`src/rtl/insn_decode.sv`:
```
// Registered RV32I instruction field decoder: slices fields, builds the immediate, flags illegal encodings.
// Optional macro RV32M_EN: accept ALU funct7=0000001 (MUL..REMU) as a legal encoding.
module insn_decode #(
  parameter int XLEN = 32
) (
  input  logic            clk,
  input  logic            rst,
  input  logic            en,
  input  logic [31:0]     insn,
  output logic            out_valid,
  output logic [4:0]      opcode,
  output logic [6:0]      funct7,
  output logic [2:0]      funct3,
  output logic            invalid,
  output logic [4:0]      rd,
  output logic [4:0]      rs1,
  output logic [4:0]      rs2,
  output logic [XLEN-1:0] imm
);
  localparam logic [4:0] OP_LOAD   = 5'b00000;
  localparam logic [4:0] OP_MISC   = 5'b00011;
  localparam logic [4:0] OP_ALUIMM = 5'b00100;
  localparam logic [4:0] OP_AUIPC  = 5'b00101;
  localparam logic [4:0] OP_STORE  = 5'b01000;
  localparam logic [4:0] OP_ALU    = 5'b01100;
  localparam logic [4:0] OP_LUI    = 5'b01101;
  localparam logic [4:0] OP_BRANCH = 5'b11000;
  localparam logic [4:0] OP_JALR   = 5'b11001;
  localparam logic [4:0] OP_JAL    = 5'b11011;
  localparam logic [4:0] OP_SYSTEM = 5'b11100;

  logic [4:0]  op;
  logic [2:0]  f3;
  logic [6:0]  f7;
  logic [31:0] imm_i, imm_s, imm_b, imm_u, imm_j;
  logic [31:0] imm_d;
  logic        bad_d;

  assign op = insn[6:2];
  assign f3 = insn[14:12];
  assign f7 = insn[31:25];

  assign imm_i = {{20{insn[31]}}, insn[31:20]};
  assign imm_s = {{20{insn[31]}}, insn[31:25], insn[11:7]};
  assign imm_b = {{19{insn[31]}}, insn[31], insn[7], insn[30:25], insn[11:8], 1'b0};
  assign imm_u = {insn[31:12], 12'b0};
  assign imm_j = {{11{insn[31]}}, insn[31], insn[19:12], insn[20], insn[30:21], 1'b0};

  always_comb begin
    imm_d = '0;
    bad_d = 1'b0;
    case (op)
      OP_LOAD: begin
        imm_d = imm_i;
        bad_d = (f3 == 3'b011) || (f3 == 3'b110) || (f3 == 3'b111);
      end
      OP_MISC, OP_SYSTEM: imm_d = imm_i;
      OP_ALUIMM: begin
        imm_d = imm_i;
        // shift-immediates reuse the upper imm bits as funct7
        if (f3 == 3'b001)
          bad_d = (f7 != 7'b0000000);
        else if (f3 == 3'b101)
          bad_d = (f7 != 7'b0000000) && (f7 != 7'b0100000);
      end
      OP_AUIPC, OP_LUI: imm_d = imm_u;
      OP_STORE: begin
        imm_d = imm_s;
        bad_d = (f3 >= 3'b011);
      end
      OP_ALU: begin
        case (f7)
          7'b0000000: bad_d = 1'b0;
          7'b0100000: bad_d = !((f3 == 3'b000) || (f3 == 3'b101));
`ifdef RV32M_EN
          7'b0000001: bad_d = 1'b0;
`else
          7'b0000001: bad_d = 1'b1;
`endif
          default:    bad_d = 1'b1;
        endcase
      end
      OP_BRANCH: begin
        imm_d = imm_b;
        bad_d = (f3 == 3'b010) || (f3 == 3'b011);
      end
      OP_JALR: begin
        imm_d = imm_i;
        bad_d = (f3 != 3'b000);
      end
      OP_JAL: imm_d = imm_j;
      default: bad_d = 1'b1;
    endcase
    if (insn[1:0] != 2'b11) bad_d = 1'b1;
  end

  always_ff @(posedge clk or posedge rst) begin
    if (rst) begin
      out_valid <= 1'b0;
      opcode    <= '0;
      funct7    <= '0;
      funct3    <= '0;
      invalid   <= 1'b0;
      rd        <= '0;
      rs1       <= '0;
      rs2       <= '0;
      imm       <= '0;
    end else if (en) begin
      out_valid <= 1'b1;
      opcode    <= op;
      funct7    <= f7;
      funct3    <= f3;
      invalid   <= bad_d;
      rd        <= insn[11:7];
      rs1       <= insn[19:15];
      rs2       <= insn[24:20];
      imm       <= imm_d[XLEN-1:0];
    end
  end
endmodule

```
`config.mk`:
```
export PLATFORM = sky130hd
export DESIGN_NAME = insn_decode
export DESIGN_NICKNAME = d
export VERILOG_FILES = /design/src/rtl/insn_decode.sv
export SDC_FILE = /design/constraint.sdc
export NUM_CORES = 1
export LEC_CHECK = 0
export ABC_AREA = 1
export ABC_CLOCK_PERIOD_IN_PS = 5100
export CORE_MARGIN = 2
export CORE_UTILIZATION = 30
export CTS_BUF_LIST = sky130_fd_sc_hd__clkbuf_16
export DETAILED_ROUTE_END_ITERATION = 16
export PLACE_DENSITY = 0.58
export SYNTH_ARGS = -nofsm -noshare
export SYNTH_HDL_FRONTEND = slang
export SYNTH_SLANG_ARGS = --single-unit
```
`constraint.sdc`:
```
create_clock -name clk -period 5.1 [get_ports clk]
set_clock_uncertainty 0.2 [all_clocks]
set_input_delay 1.02 -clock clk [delete_from_list [all_inputs] [get_ports clk]]
set_output_delay 1.02 -clock clk [all_outputs]
set_load 0.05 [all_outputs]
```
Word-level counts from Yosys, hierarchy flattened --
Index checks and enable logic that the tools add are counted.
Storage, ports and cells: register bits after elaboration 64
Operators by class: reduce and logical (&&, ||, !) cells 14, mux-type cells 6, order comparisons 1, eq/ne operators 19
Operators with widths (number):
- 32-bit case mux with 5 select lines | 1
- 5-bit equality test, second input constant | 4
- 5-bit by 4-bit equality test with 1-bit output, second input constant | 3
- 5-bit by 3-bit equality test with 1-bit output, second input constant | 2
- 5-bit OR reduction | 2
- 3-bit equality test, second input constant | 3
- 7-bit by 6-bit equality test with 1-bit output, second input constant | 1
- 7-bit logical NOT | 1
- 7-bit by 6-bit inequality test with 1-bit output, second input constant | 1
- 1-bit case mux with 7 select lines | 1
- 7-bit nonzero test | 1
- 3-bit by 2-bit equality test with 1-bit output, second input constant | 2
- 5-bit by 2-bit equality test with 1-bit output, second input constant | 1
- 5-bit logical NOT | 1
- 1-bit logical OR | 4
- 3-bit by 1-bit equality test with 1-bit output, second input constant | 1
- 3-bit by 2-bit greater-or-equal comparator with 1-bit output, second input constant | 1
- 3-bit logical NOT | 1
- 1-bit two-way mux | 3
- 3-bit nonzero test | 1
- 2-bit inequality test, second input constant | 1
- 1-bit case mux with 2 select lines | 1
- 2-bit OR reduction | 1
- 1-bit logical AND | 1
- 1-bit logical NOT | 1

Longest topological paths before layout --
depth after elaboration 6, gate-level depth with buffers 10

Worst setup path after synthesis --
OpenSTA, ideal clock, no wires.
path type in2reg, start input insn[3], end register imm[21], path buffers 1, data arrival time 1922 ps, stages 8, slack 2909 ps, setup time 69 ps, cell sequence nor2_1 > nand3_1 > nand3_1 > nor2_4 > nand3_4 > nand2_2 > buf_6 > nand3_1
On the way: cells in the longest elaborated chain, start to end 3, elaborated cells between the ends (all ways) 13, those cells by class eq/ne (9); mux (1); reduce/logical (3)
Ends and longest elaborated chain:
- start: declaration | line 9 | input logic [31:0] insn,
- 5-bit by 3-bit equality test with 1-bit output, or another cell as far along | line 52 | case (op)
- 5-bit OR reduction (no source line) / 2-bit OR reduction (equally long branches)
- 32-bit case mux with 5 select lines (*) | line 52
- end signal: assignment | line 117 | imm <= imm_d[XLEN-1:0];
- end: declaration | line 18 | output logic [XLEN-1:0] imm
Mark *: on every way between the ends. The rest lies on a longest branch, timed or not. A chain may end at the register's enable or synchronous reset.

Worst setup path in the final report --
start input insn[4], end register invalid
On the way: cells in the longest elaborated chain, start to end 4, elaborated cells between the ends (all ways) 14, those cells by class eq/ne (10); mux (2); reduce/logical (2)
Ends and longest elaborated chain:
- 5-bit equality test, or another cell as far along | line 52
- 5-bit OR reduction (no source line)
- 1-bit case mux with 7 select lines (*) | line 52
- 1-bit two-way mux (*) | line 94 | if (insn[1:0] != 2'b11) bad_d = 1'b1;
- end signal: assignment | line 103 | invalid <= 1'b0;
- end signal: assignment | line 113 | invalid <= bad_d;
- end: declaration | line 14 | output logic invalid,
Marked as above.

==> summary.txt <==
Min path
  – Hold Crit Class: reg -> reg
  – Min-delay src: out_valid$_DFFE_PP0P_
  – Hold EP: out_valid$_DFFE_PP0P_
  – Hold path depth: 1

STA
  – Setup TNS Final: 0 ns
  – Max-slew violations: 0
  – RSZ-0062 raised after global routing: no
  – Final hold violation count: 0
  – Relative slew margins: 24.52%
  – Max Fclk: 320.1 MHz
  – Endpoints failing setup: 0
  – Tcrit/Tclk final: 61.26%
  – Minimum clock period: 3.124 ns
  – Worst setup margin: 1.976 ns
  – Worst Tran Pin Value: 1.131 ns

Run
  – MaxCap Viol Count: 0

Clock network
  – Post-CTS setup buffers: 0
  – H-tree depth: 3
  – Cts bufs inserted: 9
  – Clock latency on the worst-skew pair: 0.32 ns
  – Root Driver: clkbuf_16
  – Post-CTS Hold Fix Bufs: 0
  – CTS sink cnt: 64
  – CTS tree: built
  – Clk pin slew, worst setup/hold paths: 0.05 ns
  – Max clock buf depth: 2
  – Post-CTS sizing: 0

Worst setup path
  – Max incr delay on CP: 0.72 ns
  – Worst Setup Start Kind: input port
  – WP buf/inv: 2
  – Worst setup path start: insn[4]
  – Critical setup path kind: in -> reg
  – CP most frequent cell: nor2_1
  – Worst path cell trace: clkdlybuf4s50_1 > inv_1 > nor2_1 > nand2_1 > nand2_4 > nor2_1 > nand2_1 > nand2_1 > nor2_1 > nor2_1
  – Crit path max-delay family: simple AND/OR/NAND/NOR gates
  – R2r endpoint: out_valid$_DFFE_PP0P_
  – Cells on worst reg2reg path: 1
  – Reg-to-Reg Start: out_valid$_DFFE_PP0P_
  – Worst path slowest cell: nor2_1
  – Critical path peak fanout: 14
  – Crit end category: register
  – Worst Path Required: 5.11 ns
  – Crit path DAT: 3.13 ns
  – FF-to-FF setup slack: 4.15 ns

Synthesis
  – Flops & latches, synth: 64
  – Total number of yosys warnings: 0
  – Yosys top cell by area: dfrtp_1
  – Yosys cell types: 22
  – Register area share after synthesis: 53.87%
  – Syn Nets: 417
  – Synth top area share: 53.87%
  – Top cells by area, synth: dfrtp_1, nand2_1, nand3_1
  – Synth Instances: 382
  – Avg Cell Area, Syn: 7.782 um^2
  – Mapped Area: 0.002973 mm^2

Placement
  – DP Worst Slack: 1.666 ns
  – PortBufs: 98
  – DP HPWL: 5862 um
  – Placer Congestion: 0.7895

Drt
  – Post-DR vias/cell: 4.488
  – Per-cell routed wire length: 13.54 um
  – Final ANT Viol Nets: 0
  – Drt initial violations: 116
  – Total Wirelength: 8298 um
  – Vias: 2751
  – DRT Pass-1 Iters: 4
  – Detailed-route DRC error count: 0

Pwr
  – Max VDD drop: 159.3 uV
  – Lkg Pwr: 2.125 nW
  – Total Power: 0.001477 W
  – PwrDens: 343.0 mW/mm^2

Finish
  – Area grow syn2layout: 44.82%
  – Number of diodes: 0
  – Commonest non-fill, non-tap cell in the layout: nand2_1
  – Final layout net count: 512
  – Share of cells above drive strength 1: 6.667%
  – Storage cell area: 0.001602 mm^2
  – Commonest non-fill, non-tap cells in the layout: nand2_1, clkdlybuf4s50_1, dfrtp_1
  – Area of the multi-input gates: 0.001224 mm^2
  – Fill count: 992

Floorplan
  – Row cnt: 36
  – CORE AREA: 0.009684 mm^2
  – Ports: 99
  – Die Area: 0.01072 mm^2
  – Starting Density: 30.70%
  – Die width: 103.5 um
  – Die height: 103.5 um

GRT
  – Vias in the first global route: 2752
  – Largest net degree at the start of global routing: 72
  – Grt total ovfl: 0
  – Initial antenna violation count: 0
  – Global-route usage over all layers: 16.43%
  – First-pass GRT wire length: 14080 um

Status
  – Status: finished, final reports clean
registers in the layout (all words and copies together), names as in the netlist, 3 cells and up:
| name | cells |
|---|---|
| funct3 | 3 |
| rs2 | 5 |
| rs1 | 5 |
| rd | 5 |
| imm | 32 |
| opcode | 5 |
| funct7 | 7 |
worst max-delay path by stage:
stage          cells after the start  slack [ns]               endpoint
6_report                          10        1.98    invalid$_DFFE_PP0P_
5_1_grt                           10        1.73    invalid$_DFFE_PP0P_
2_1_floorplan                      1        2.28  funct3[0]$_DFFE_PP0P_
3_5_place_dp                      10        1.67    invalid$_DFFE_PP0P_
4_1_cts                           10        2.00    invalid$_DFFE_PP0P_
3_3_place_gp                      10        1.70    invalid$_DFFE_PP0P_
where the power goes:
group | switching, W | total [W] | internal, W | leakage (nW)
logic | 0.000254 | 0.000376 | 0.000121 | 1.19
registers | 0.0000249 | 0.000576 | 0.000551 | 0.814
clock network | 0.000207 | 0.000525 | 0.000318 | 0.124
total | 0.000487 | 0.00148 | 0.000990 | 2.13
synthesized netlist by cell type, drive strengths merged:
| cell | number |
|---|---|
| a21oi | 11 |
| and2 | 1 |
| buf | 4 |
| clkbuf | 12 |
| dfrtp | 64 |
| inv | 19 |
| nand2 | 183 |
| nand3 | 38 |
| nand4 | 11 |
| nor2 | 25 |
| nor3 | 1 |
| o211ai | 1 |
| o21ai | 10 |
| or2 | 2 |
through the flow:
step,hold slack [ns],area [um^2],util (%),instances
6_report,0.2611,4305,44.46,613
5_1_grt,0.2754,4305,44.46,613
4_1_cts,0.2684,4305,44.46,613
3_5_place_dp,0.2525,4054,41.86,599
3_3_place_gp,0.2509,4054,41.86,599
2_1_floorplan,0.5553,2973,-,382
final cells by class:
cell class              instances  area share, %
multi-input cells             283          28.42
clock buffers                   9          5.231
well taps                     133          3.865
flip-flops and latches         64          37.20
inverters                      19          1.656
repair buffers                100          23.02
clock inverters                 5         0.6103
kinds of logic after synthesis:
| logic type | share of synthesized area, % |
|---|---|
| compound gates | 3.788 |
| buf+inv | 4.966 |
| flops | 53.87 |
| simple gates | 37.37 |
layer usage:
metal	part of all wire, %	global-route usage [%]
met5	0	0
met4	0.51	6.081
met3	4.9	3.839
met2	46	24.79
met1	49	23.08
(Power assumes the default switching activity.)
